===== src/rtl/conv_pixel_scheduler.sv =====
// Per-output-pixel scheduler: fills the conv engine's patch buffer, starts the engine and
// drains its output batches to the output feature map. Define CONV_PIXEL_SCHED_PERF_EN for perf_cycles.
module conv_pixel_scheduler #(
  parameter int unsigned ADDR_W = 20
) (
  input  logic              clk,
  input  logic              rst,
  input  logic              start,
  input  logic [9:0]        cfg_h,
  input  logic [9:0]        cfg_w,
  input  logic [10:0]       cfg_c_in,
  input  logic [10:0]       cfg_c_out,
  input  logic [3:0]        cfg_kernel,
  input  logic [1:0]        cfg_stride,
  output logic              fmap_rd_en,
  output logic [ADDR_W-1:0] fmap_rd_addr,
  input  logic signed [7:0] fmap_rd_data,
  output logic              patch_wr_en,
  output logic [10:0]       patch_wr_addr,
  output logic [7:0]        patch_wr_data,
  output logic              eng_start,
  input  logic              eng_out_valid,
  input  logic [8:0]        eng_out_ch_base,
  input  logic [5:0]        eng_out_count,
  input  logic [255:0]      eng_out_data_flat,
  input  logic              eng_done,
  output logic              ofm_wr_en,
  output logic [ADDR_W-1:0] ofm_wr_addr,
  output logic [7:0]        ofm_wr_data,
  output logic              busy,
  output logic              done,
  output logic              overrun
`ifdef CONV_PIXEL_SCHED_PERF_EN
  ,
  output logic [31:0]       perf_cycles
`endif
);

  typedef enum logic [2:0] {
    StIdle, StFillReq, StFillLat, StEngStart, StEngRun, StNextPix, StDone
  } state_e;

  state_e state_q, state_d;

  // Latched layer configuration
  logic [9:0]  h_q, w_q, oh_q, ow_q;
  logic [10:0] cin_q, cout_q;
  logic [3:0]  k_q;
  logic        stride2_q, pad_q;

  // Pixel and patch iteration
  logic [9:0]  oy_q, ox_q;
  logic [10:0] c_q, patch_idx_q;
  logic [3:0]  ky_q, kx_q;
  logic        eng_done_seen_q;

  // Drain buffer
  logic [255:0] drain_data_q, drain_data_d;
  logic [8:0]   drain_base_q, drain_base_d;
  logic [5:0]   drain_cnt_q, drain_cnt_d;
  logic [5:0]   drain_lane_q, drain_lane_d;
  logic         drain_active_q, drain_active_d;
  logic         drain_capture;
  logic         overrun_q, overrun_d;

  logic unused_cfg;
  assign unused_cfg = ^cout_q;

  function automatic logic [9:0] out_dim(input logic [9:0] dim, input logic [3:0] k,
                                         input logic s2);
    logic [10:0] num;
    num = {1'b0, dim} + {9'b0, (k == 4'd3), 1'b0} - {7'b0, k};
    return s2 ? (num[10:1] + 10'd1) : (num[9:0] + 10'd1);
  endfunction

  logic start_accept;
  assign start_accept = (state_q == StIdle) && start;

  // Input coordinates; padding underflow is caught on the raw sum, before any multiply
  logic [10:0] iy_base, ix_base;
  logic [11:0] iy_raw, ix_raw, iy, ix;
  logic        iy_oob, ix_oob, oob;
  logic [ADDR_W-1:0] rd_addr;

  always_comb begin
    iy_base = stride2_q ? {oy_q, 1'b0} : {1'b0, oy_q};
    ix_base = stride2_q ? {ox_q, 1'b0} : {1'b0, ox_q};
    iy_raw  = {1'b0, iy_base} + {8'b0, ky_q};
    ix_raw  = {1'b0, ix_base} + {8'b0, kx_q};
    iy      = iy_raw - {11'b0, pad_q};
    ix      = ix_raw - {11'b0, pad_q};
    iy_oob  = (pad_q && (iy_raw == 12'd0)) || (iy >= {2'b0, h_q});
    ix_oob  = (pad_q && (ix_raw == 12'd0)) || (ix >= {2'b0, w_q});
    oob     = iy_oob || ix_oob;
    rd_addr = (ADDR_W'(c_q) * ADDR_W'(h_q) + ADDR_W'(iy)) * ADDR_W'(w_q) + ADDR_W'(ix);
  end

  logic kx_last, ky_last, c_last, elem_last, pix_last, fill_adv;
  assign kx_last   = (kx_q == k_q - 4'd1);
  assign ky_last   = (ky_q == k_q - 4'd1);
  assign c_last    = (c_q == cin_q - 11'd1);
  assign elem_last = kx_last && ky_last && c_last;
  assign pix_last  = (oy_q == oh_q - 10'd1) && (ox_q == ow_q - 10'd1);
  assign fill_adv  = ((state_q == StFillReq) && oob) || (state_q == StFillLat);

  // Drain next state: a new batch always wins, even over an unfinished drain
  always_comb begin
    drain_capture  = (state_q == StEngRun) && eng_out_valid;
    drain_data_d   = drain_data_q;
    drain_base_d   = drain_base_q;
    drain_cnt_d    = drain_cnt_q;
    drain_lane_d   = drain_lane_q;
    drain_active_d = drain_active_q;
    overrun_d      = overrun_q;
    if (drain_capture) begin
      drain_data_d   = eng_out_data_flat;
      drain_base_d   = eng_out_ch_base;
      drain_cnt_d    = (eng_out_count > 6'd32) ? 6'd32 : eng_out_count;
      drain_lane_d   = '0;
      drain_active_d = (eng_out_count != 6'd0);
      if (drain_active_q) overrun_d = 1'b1;
    end else if (drain_active_q) begin
      if (drain_lane_q == drain_cnt_q - 6'd1) drain_active_d = 1'b0;
      else drain_lane_d = drain_lane_q + 6'd1;
    end
  end

  // State register
  always_ff @(posedge clk) begin
    if (rst) state_q <= StIdle;
    else     state_q <= state_d;
  end

  // Next-state logic
  always_comb begin
    state_d = state_q;
    unique case (state_q)
      StIdle:     if (start) state_d = StFillReq;
      StFillReq:  begin
        if (!oob)          state_d = StFillLat;
        else if (elem_last) state_d = StEngStart;
      end
      StFillLat:  state_d = elem_last ? StEngStart : StFillReq;
      StEngStart: state_d = StEngRun;
      StEngRun:   if ((eng_done_seen_q || eng_done) && !drain_active_d) state_d = StNextPix;
      StNextPix:  state_d = pix_last ? StDone : StFillReq;
      StDone:     state_d = StIdle;
      default:    state_d = StIdle;
    endcase
  end

  // Outputs
  always_comb begin
    fmap_rd_en    = 1'b0;
    fmap_rd_addr  = '0;
    patch_wr_en   = 1'b0;
    patch_wr_addr = '0;
    patch_wr_data = '0;
    eng_start     = 1'b0;
    done          = 1'b0;
    unique case (state_q)
      StFillReq: begin
        if (!oob) begin
          fmap_rd_en   = 1'b1;
          fmap_rd_addr = rd_addr;
        end else begin
          patch_wr_en   = 1'b1;
          patch_wr_addr = patch_idx_q;
        end
      end
      StFillLat: begin
        patch_wr_en   = 1'b1;
        patch_wr_addr = patch_idx_q;
        patch_wr_data = fmap_rd_data;
      end
      StEngStart: eng_start = 1'b1;
      StDone:     done      = 1'b1;
      default: ;
    endcase
    busy        = (state_q != StIdle);
    overrun     = overrun_q;
    ofm_wr_en   = drain_active_q;
    ofm_wr_addr = '0;
    ofm_wr_data = '0;
    if (drain_active_q) begin
      ofm_wr_addr = ((ADDR_W'(drain_base_q) + ADDR_W'(drain_lane_q)) * ADDR_W'(oh_q)
                     + ADDR_W'(oy_q)) * ADDR_W'(ow_q) + ADDR_W'(ox_q);
      ofm_wr_data = drain_data_q[{drain_lane_q[4:0], 3'b000} +: 8];
    end
  end

  // Datapath registers
  always_ff @(posedge clk) begin
    if (rst) begin
      h_q <= '0; w_q <= '0; oh_q <= '0; ow_q <= '0;
      cin_q <= '0; cout_q <= '0; k_q <= '0;
      stride2_q <= 1'b0; pad_q <= 1'b0;
      oy_q <= '0; ox_q <= '0; c_q <= '0; patch_idx_q <= '0;
      ky_q <= '0; kx_q <= '0;
      eng_done_seen_q <= 1'b0;
      drain_data_q <= '0; drain_base_q <= '0; drain_cnt_q <= '0;
      drain_lane_q <= '0; drain_active_q <= 1'b0;
      overrun_q <= 1'b0;
    end else begin
      if (start_accept) begin
        h_q       <= cfg_h;
        w_q       <= cfg_w;
        cin_q     <= cfg_c_in;
        cout_q    <= cfg_c_out;
        k_q       <= cfg_kernel;
        stride2_q <= (cfg_stride == 2'd2);
        pad_q     <= (cfg_kernel == 4'd3);
        oh_q      <= out_dim(cfg_h, cfg_kernel, cfg_stride == 2'd2);
        ow_q      <= out_dim(cfg_w, cfg_kernel, cfg_stride == 2'd2);
        oy_q <= '0; ox_q <= '0; c_q <= '0; ky_q <= '0; kx_q <= '0; patch_idx_q <= '0;
      end
      // Patch index follows c, ky, kx order, so it is simply a running count
      if (fill_adv) begin
        patch_idx_q <= patch_idx_q + 11'd1;
        if (kx_last) begin
          kx_q <= '0;
          if (ky_last) begin
            ky_q <= '0;
            c_q  <= c_q + 11'd1;
          end else begin
            ky_q <= ky_q + 4'd1;
          end
        end else begin
          kx_q <= kx_q + 4'd1;
        end
      end
      if (state_q == StNextPix) begin
        c_q <= '0; ky_q <= '0; kx_q <= '0; patch_idx_q <= '0;
        if (ox_q == ow_q - 10'd1) begin
          ox_q <= '0;
          oy_q <= oy_q + 10'd1;
        end else begin
          ox_q <= ox_q + 10'd1;
        end
      end
      if (state_q == StEngStart)                 eng_done_seen_q <= 1'b0;
      else if (state_q == StEngRun && eng_done) eng_done_seen_q <= 1'b1;
      drain_data_q   <= drain_data_d;
      drain_base_q   <= drain_base_d;
      drain_cnt_q    <= drain_cnt_d;
      drain_lane_q   <= drain_lane_d;
      drain_active_q <= drain_active_d;
      overrun_q      <= overrun_d;
    end
  end

`ifdef CONV_PIXEL_SCHED_PERF_EN
  // Stall cycles: engine running with nothing left to drain
  logic [31:0] perf_q;
  always_ff @(posedge clk) begin
    if (rst)                                            perf_q <= '0;
    else if (start_accept)                              perf_q <= '0;
    else if (state_q == StEngRun && !drain_active_q)    perf_q <= perf_q + 32'd1;
  end
  assign perf_cycles = perf_q;
`endif

endmodule


===== config.mk =====
export PLATFORM = sky130hd
export DESIGN_NAME = conv_pixel_scheduler
export DESIGN_NICKNAME = d
export VERILOG_FILES = /design/src/rtl/conv_pixel_scheduler.sv
export SDC_FILE = /design/constraint.sdc
export NUM_CORES = 2
export LEC_CHECK = 0
export ABC_AREA = 1
export ABC_CLOCK_PERIOD_IN_PS = 35400
export CAP_MARGIN = 20
export CELL_PAD_IN_SITES_DETAIL_PLACEMENT = 0
export CELL_PAD_IN_SITES_GLOBAL_PLACEMENT = 2
export CORE_UTILIZATION = 36
export DETAILED_ROUTE_END_ITERATION = 10
export PLACE_DENSITY_LB_ADDON = 0.1
export SYNTH_ARGS = -nofsm -noshare
export SYNTH_HDL_FRONTEND = slang
export SYNTH_SLANG_ARGS = --single-unit

===== constraint.sdc =====
create_clock -name clk -period 35.4 [get_ports clk]
set_clock_uncertainty 0.05 [all_clocks]
set_input_delay 7.08 -clock clk [delete_from_list [all_inputs] [get_ports clk]]
set_output_delay 7.08 -clock clk [all_outputs]
set_load 0.01 [all_outputs]

* Word level (Yosys, flattened, before mapping) *
Index checks and enable logic that the tools add are counted.

storage, ports and cells
  register bits after elaboration = 390
  input bits = 332

cells by class
  add/subtract/negate cells = 29
  multiply operators = 4
  magnitude comparators = 3
  equality and inequality tests = 17
  shifts and indexed selects = 1
  muxes and demuxes = 47
  bitwise logic cells = 1
  reductions and logical operators = 29

operators with widths
  operator                                                              count
  256-bit by 9-bit variable part select with 8-bit output               1
  11-bit 2-to-1 mux                                                     9
  10-bit 2-to-1 mux                                                     8
  10-bit by 1-bit adder with 10-bit output, second input constant       6
  20-bit 2-to-1 mux                                                     3
  20-bit by 10-bit adder with 20-bit output                             2
  20-bit by 12-bit adder with 20-bit output                             2
  20-bit by 10-bit multiplier with 20-bit output                        2
  4-bit 2-to-1 mux                                                      7
  11-bit by 4-bit adder with 12-bit output                              2
  12-bit by 10-bit greater-or-equal comparator with 1-bit output        2
  12-bit zero test                                                      2
  12-bit by 1-bit subtractor with 12-bit output                         2
  10-bit by 2-bit adder with 11-bit output                              2
  11-bit by 1-bit adder with 11-bit output, second input constant       2
  11-bit one-hot mux with 2 select lines                                1
  11-bit by 4-bit subtractor with 11-bit output                         2
  10-bit == test                                                        2
  10-bit by 10-bit multiplier with 20-bit output                        1
  11-bit by 10-bit multiplier with 20-bit output                        1
  10-bit by 1-bit subtractor with 10-bit output, second input constant  2
  3-bit one-hot mux with 6 select lines                                 1
  8-bit 2-to-1 mux                                                      2
  3-bit 2-to-1 mux                                                      5
  other kinds (32)                                                      62

* Logic depth before layout (Yosys ltp) *
  depth in word-level cells = 9
  mapped depth = 56

* Worst setup path before layout *
OpenSTA, ideal clock, no wires.

  path type = flip-flop to output port
  start = register drain_lane_q[1]
  end = output ofm_wr_addr[18]
  data arrival time = 10843 ps
  setup slack = 17427 ps
  cell stages (with the launch flop) = 49
  cell sequence = dfxtp_1 > clkbuf_1 > clkinv_1 > clkbuf_1 > clkbuf_1 > fa_1 > o21ai_0 > nand2_1 > nand2_1 > a21oi_1 > or2_2 > nor2_1 > xor2_1 > nor2_1 > fa_1 > inv_1 > fa_1 > fa_1 > [... 13 more ...] > fa_1 > inv_1 > fa_1 > inv_1 > fa_1 > inv_1 > ha_1 > nand2_1 > nor2_1 > a211oi_1 > o211ai_1 > nand2_1 > nand2_1 > a21oi_1 > nor2_1 > o21ai_0 > nand2_1 > a21oi_1

on the way
  word-level cells in the longest chain between the ends = 6

RTL lines
  what                                            line  source
  start, declared                                 61    logic [5:0] drain_lane_q, drain_lane_d;
  start signal, assigned                          246   drain_lane_q <= drain_lane_d;
  9-bit by 6-bit adder with 10-bit output         186   ofm_wr_addr = ((ADDR_W'(drain_base_q) + ADDR_W'(drain_lane_q)) * ADDR_W'(oh_q)
  10-bit by 10-bit multiplier with 20-bit output  186
  20-bit by 10-bit adder with 20-bit output       187   + ADDR_W'(oy_q)) * ADDR_W'(ow_q) + ADDR_W'(ox_q);
  20-bit by 10-bit multiplier with 20-bit output  187
  20-bit by 10-bit adder with 20-bit output       187
  20-bit 2-to-1 mux                               185   if (drain_active_q) begin
  end, declared                                   28    output logic [ADDR_W-1:0] ofm_wr_addr,

Every way passes these cells.

* Final worst setup path *
  start = register drain_lane_q[0]
  end = output ofm_wr_addr[19]

The elaborated chain is that of the path after synthesis.

==> impl_results.md <==
* Via count normalized by instance count at 4.88
* Cell Pwr Density at 36.5 nW/µm²
* Via count of the first global-routing pass at 35900
* Horizontal die dimension at 335 µm
* Fraction of synthesized cell area taken by the top area cell type at 19.6%
* Number of buffers added for setup after CTS at 0
* Timing-limited maximum frequency at 0.0483 GHz
* Commonest cells after routing, fill and taps aside: sky130_fd_sc_hd__nand2_1, sky130_fd_sc_hd__inv_1, sky130_fd_sc_hd__a21oi_1, sky130_fd_sc_hd__o21ai_0, sky130_fd_sc_hd__clkdlybuf4s50_1
* Clock edge transition at the registers on the reported setup and hold paths at 60 ps
* Detailed Route Iter0 Violations at 1960
* Die area at 112000 µm²
* Period utilisation layout at 58.5%
* Slowest cell on the critical path: sky130_fd_sc_hd__dfxtp_4
* Share of total power consumed by net switching at 40.7%
* Clock root cell: sky130_fd_sc_hd__clkbuf_16
* CP arrival at 13590 ps
* Count of hold-fix buffers inserted at cts at 0
* Maximum vdd drop at 0.0316 mV
* RSZ-0062 raised after global routing: no
* Cells taking the most area after synthesis: sky130_fd_sc_hd__dfxtp_1, sky130_fd_sc_hd__fa_1, sky130_fd_sc_hd__nand2_1
* Worst-case setup margin in the final layout at 14680 ps
* First-pass GRT wire length at 211000 µm
* Hold violation count in the final report at 0
* Summed negative setup slack over all endpoints at 0 ps
* Crit-path most repeated cell: sky130_fd_sc_hd__fa_1
* Proportion of layout cells with a drive suffix above 1 at 3.07%
* Result of the run: completed
* Sequential element share of the synthesized area at 19.6%
* Class of the most critical setup path: reg -> out
* Tightest slew margin relative to the limit at 30.0%
* Die extent in y at 335 µm
* Antenna violations before repair at 36
* Synth Flop Type: sky130_fd_sc_hd__dfxtp_1
* Minimum clock period after layout at 20720 ps
* Summed instance area of the synthesized netlist at 39800 µm²
* Area Growth Syn to Fin at 16.6%
* Net count of the finished layout at 6933
* EDFF count, synth at 0
* Number of nets produced by synthesis at 6724
* Relative contribution of combinational cells to total power at 38.4%
* Routed wirelength normalized by instance count at 18.2 µm
* Fraction of registers with async set or reset after synthesis at 0%
* Setup-violating endpoint count in the final report at 0
* Worst-margin pin slew at 1050 ps
* Clock latency of the later-clocked register in the worst-skew pair at 630 ps
* Hold wc startpoint: drain_data_q[239]
* Capturing element type of the critical path: primary output
* Clock net sink count at 390
* Starting density of the core at 36.4%
* Count of vias placed by the detailed router at 36400
* Number of slew-limit violations in the final report at 0
* Internal Power at 0.00100 W
* YS warnings at 0
* Leading cell type in the layout, fill and taps excluded: sky130_fd_sc_hd__nand2_1
* Post-detailed-routing wire length at 136000 µm
* Synth cell types at 62
* I/O pin count at 406
* FP Rows at 121
* Total core area at 109000 µm²
* CTS tree: built
* DRC Markers at 0
* Worst hold margin at 401 ps
* Number of CTS-inserted buffers at 48
* Gate Count Post-Synth at 5726
* Placer's final routability congestion estimate at 0.864
* Global routing usage summed across all routing layers at 24.2%
* Share of power burned in registers at 31.0%
* Power after layout at 0.00169 W
* Hold/Removal Path Class: reg -> reg
* Leakage at 20.9 nW
* Average cell area after synthesis at 6.95 µm²
* Worst Setup Start Kind: flop
* Worst slack, placed at 15180 ps
* Launch instance of the worst register-to-register path: oy_q[0]
* Net load switching power at 0.000689 W
* Share of power burned in the clock network at 30.6%
* Longest Clk Path Bufs at 3
* Critical Path RT at 28270 ps
* Length of the first detailed-routing pass in iterations at 5
* Overall overflow remaining after global route at 0
* HPWL after detailed placement at 106000 µm
* Final ANT Viol Nets at 0
* Largest fanout on the critical path at 71
* Maximum number of pins on one net before global-route repair at 212
* First element of the critical path: drain_lane_q[0]
* Input/output buffers at 394
* PostCTS Resize Cnt at 0
* Number of max-cap violations at 0
* Longest individual stage delay on the worst path at 880 ps
* CTS H-tree lvls at 2
* Flop and latch count out of synthesis at 390
* Post-synthesis cell type with the largest combined area: sky130_fd_sc_hd__dfxtp_1
==> layout make-up <==
cell class	instances	area [µm²]
multi-input cells	3944	26700
clock inverters	15	259
well taps	1476	1850
diodes	13	32.5
flip-flops and latches	390	7820
fillers	11700	62900
inverters	1128	4240
clock buffers	68	1360
repair buffers	423	4180
==> per-layer routing <==
metal	up-vias	track usage [%]	share of wire (%)
li1	18300	-	-
met1	17200	33.0	47
met2	718	40.2	46
met3	143	4.20	5.6
met4	38	4.17	1.5
met5	-	0	0.16
==> metrics by stage <==
| stage | util, % | cell area [µm²] | instances |
|---|---|---|---|
| after floorplan | - | 39800 | 5726 |
| after global placement | 41.0 | 44800 | 7361 |
| after detailed placement | 41.0 | 44800 | 7361 |
| after CTS | 42.4 | 46400 | 7444 |
| after global routing | 42.5 | 46400 | 7451 |
| final | 42.5 | 46400 | 7457 |
==> synthesized netlist by cell type (12+ instances only) <==
master	number
sky130_fd_sc_hd__nand2_1	1257
sky130_fd_sc_hd__inv_1	1110
sky130_fd_sc_hd__a21oi_1	601
sky130_fd_sc_hd__o21ai_0	414
sky130_fd_sc_hd__dfxtp_1	390
sky130_fd_sc_hd__fa_1	384
sky130_fd_sc_hd__nor2_1	358
sky130_fd_sc_hd__ha_1	282
sky130_fd_sc_hd__clkbuf_1	232
sky130_fd_sc_hd__nand3_1	214
sky130_fd_sc_hd__xor2_1	105
sky130_fd_sc_hd__nand4_1	54
sky130_fd_sc_hd__xnor2_1	41
sky130_fd_sc_hd__nor3_1	32
sky130_fd_sc_hd__or2_2	26
sky130_fd_sc_hd__nand2_2	21
sky130_fd_sc_hd__o22ai_1	20
sky130_fd_sc_hd__buf_1	13
sky130_fd_sc_hd__nor4_1	12
==> flip-flops by register name, indices dropped and copies added (netlist names), 9 cells and up <==
name          count
drain_data_q    256
ox_q             10
patch_idx_q      11
c_q              11
oy_q             10
w_q              10
h_q              10
drain_base_q      9
ow_q             10
cin_q            11
oh_q             10
==> power by group through the flow <==
| stage | Clock, W | Sequential (W) | Combinational (W) |
|---|---|---|---|
| after global routing | 0.000547 | 0.000529 | 0.000742 |
| after global placement | 0 | 0.000533 | 0.000652 |
| after detailed placement | 0 | 0.000534 | 0.000655 |
| after CTS | 0.000532 | 0.000524 | 0.000659 |
| final | 0.000518 | 0.000525 | 0.000651 |
| after floorplan | 0 | 0.000489 | 0.000477 |
==> critical path: cells and delay by family, from the launching register on <==
family                   cells  cell delay [ps]
AO/OA/AOI/OAI                6             1650
XOR/XNOR                     2             1240
adder cells (fa/ha/maj)     14             6360
buffers and inverters        8              920
flip-flops                   1              880
AND/OR/NAND/NOR             11             1890
==> cells by family after synthesis <==
logic type	share of synthesized area, %
simple gates	20.9
buf+inv	13.4
compound gates	14.7
fa+ha+maj	28.2
flops	19.6
xor+xnor	3.21
mux	0.0251
==> worst paths after layout <==
kind | endpoint | slack, ps | cells past startpoint
max reg2reg | kx_q[2] | 29730 | 30
min | drain_data_q[239] | 400 | 2
min reg2reg | drain_data_q[239] | 400 | 2
max | ofm_wr_addr[19] | 14680 | 41
(Power assumes the default switching activity.)
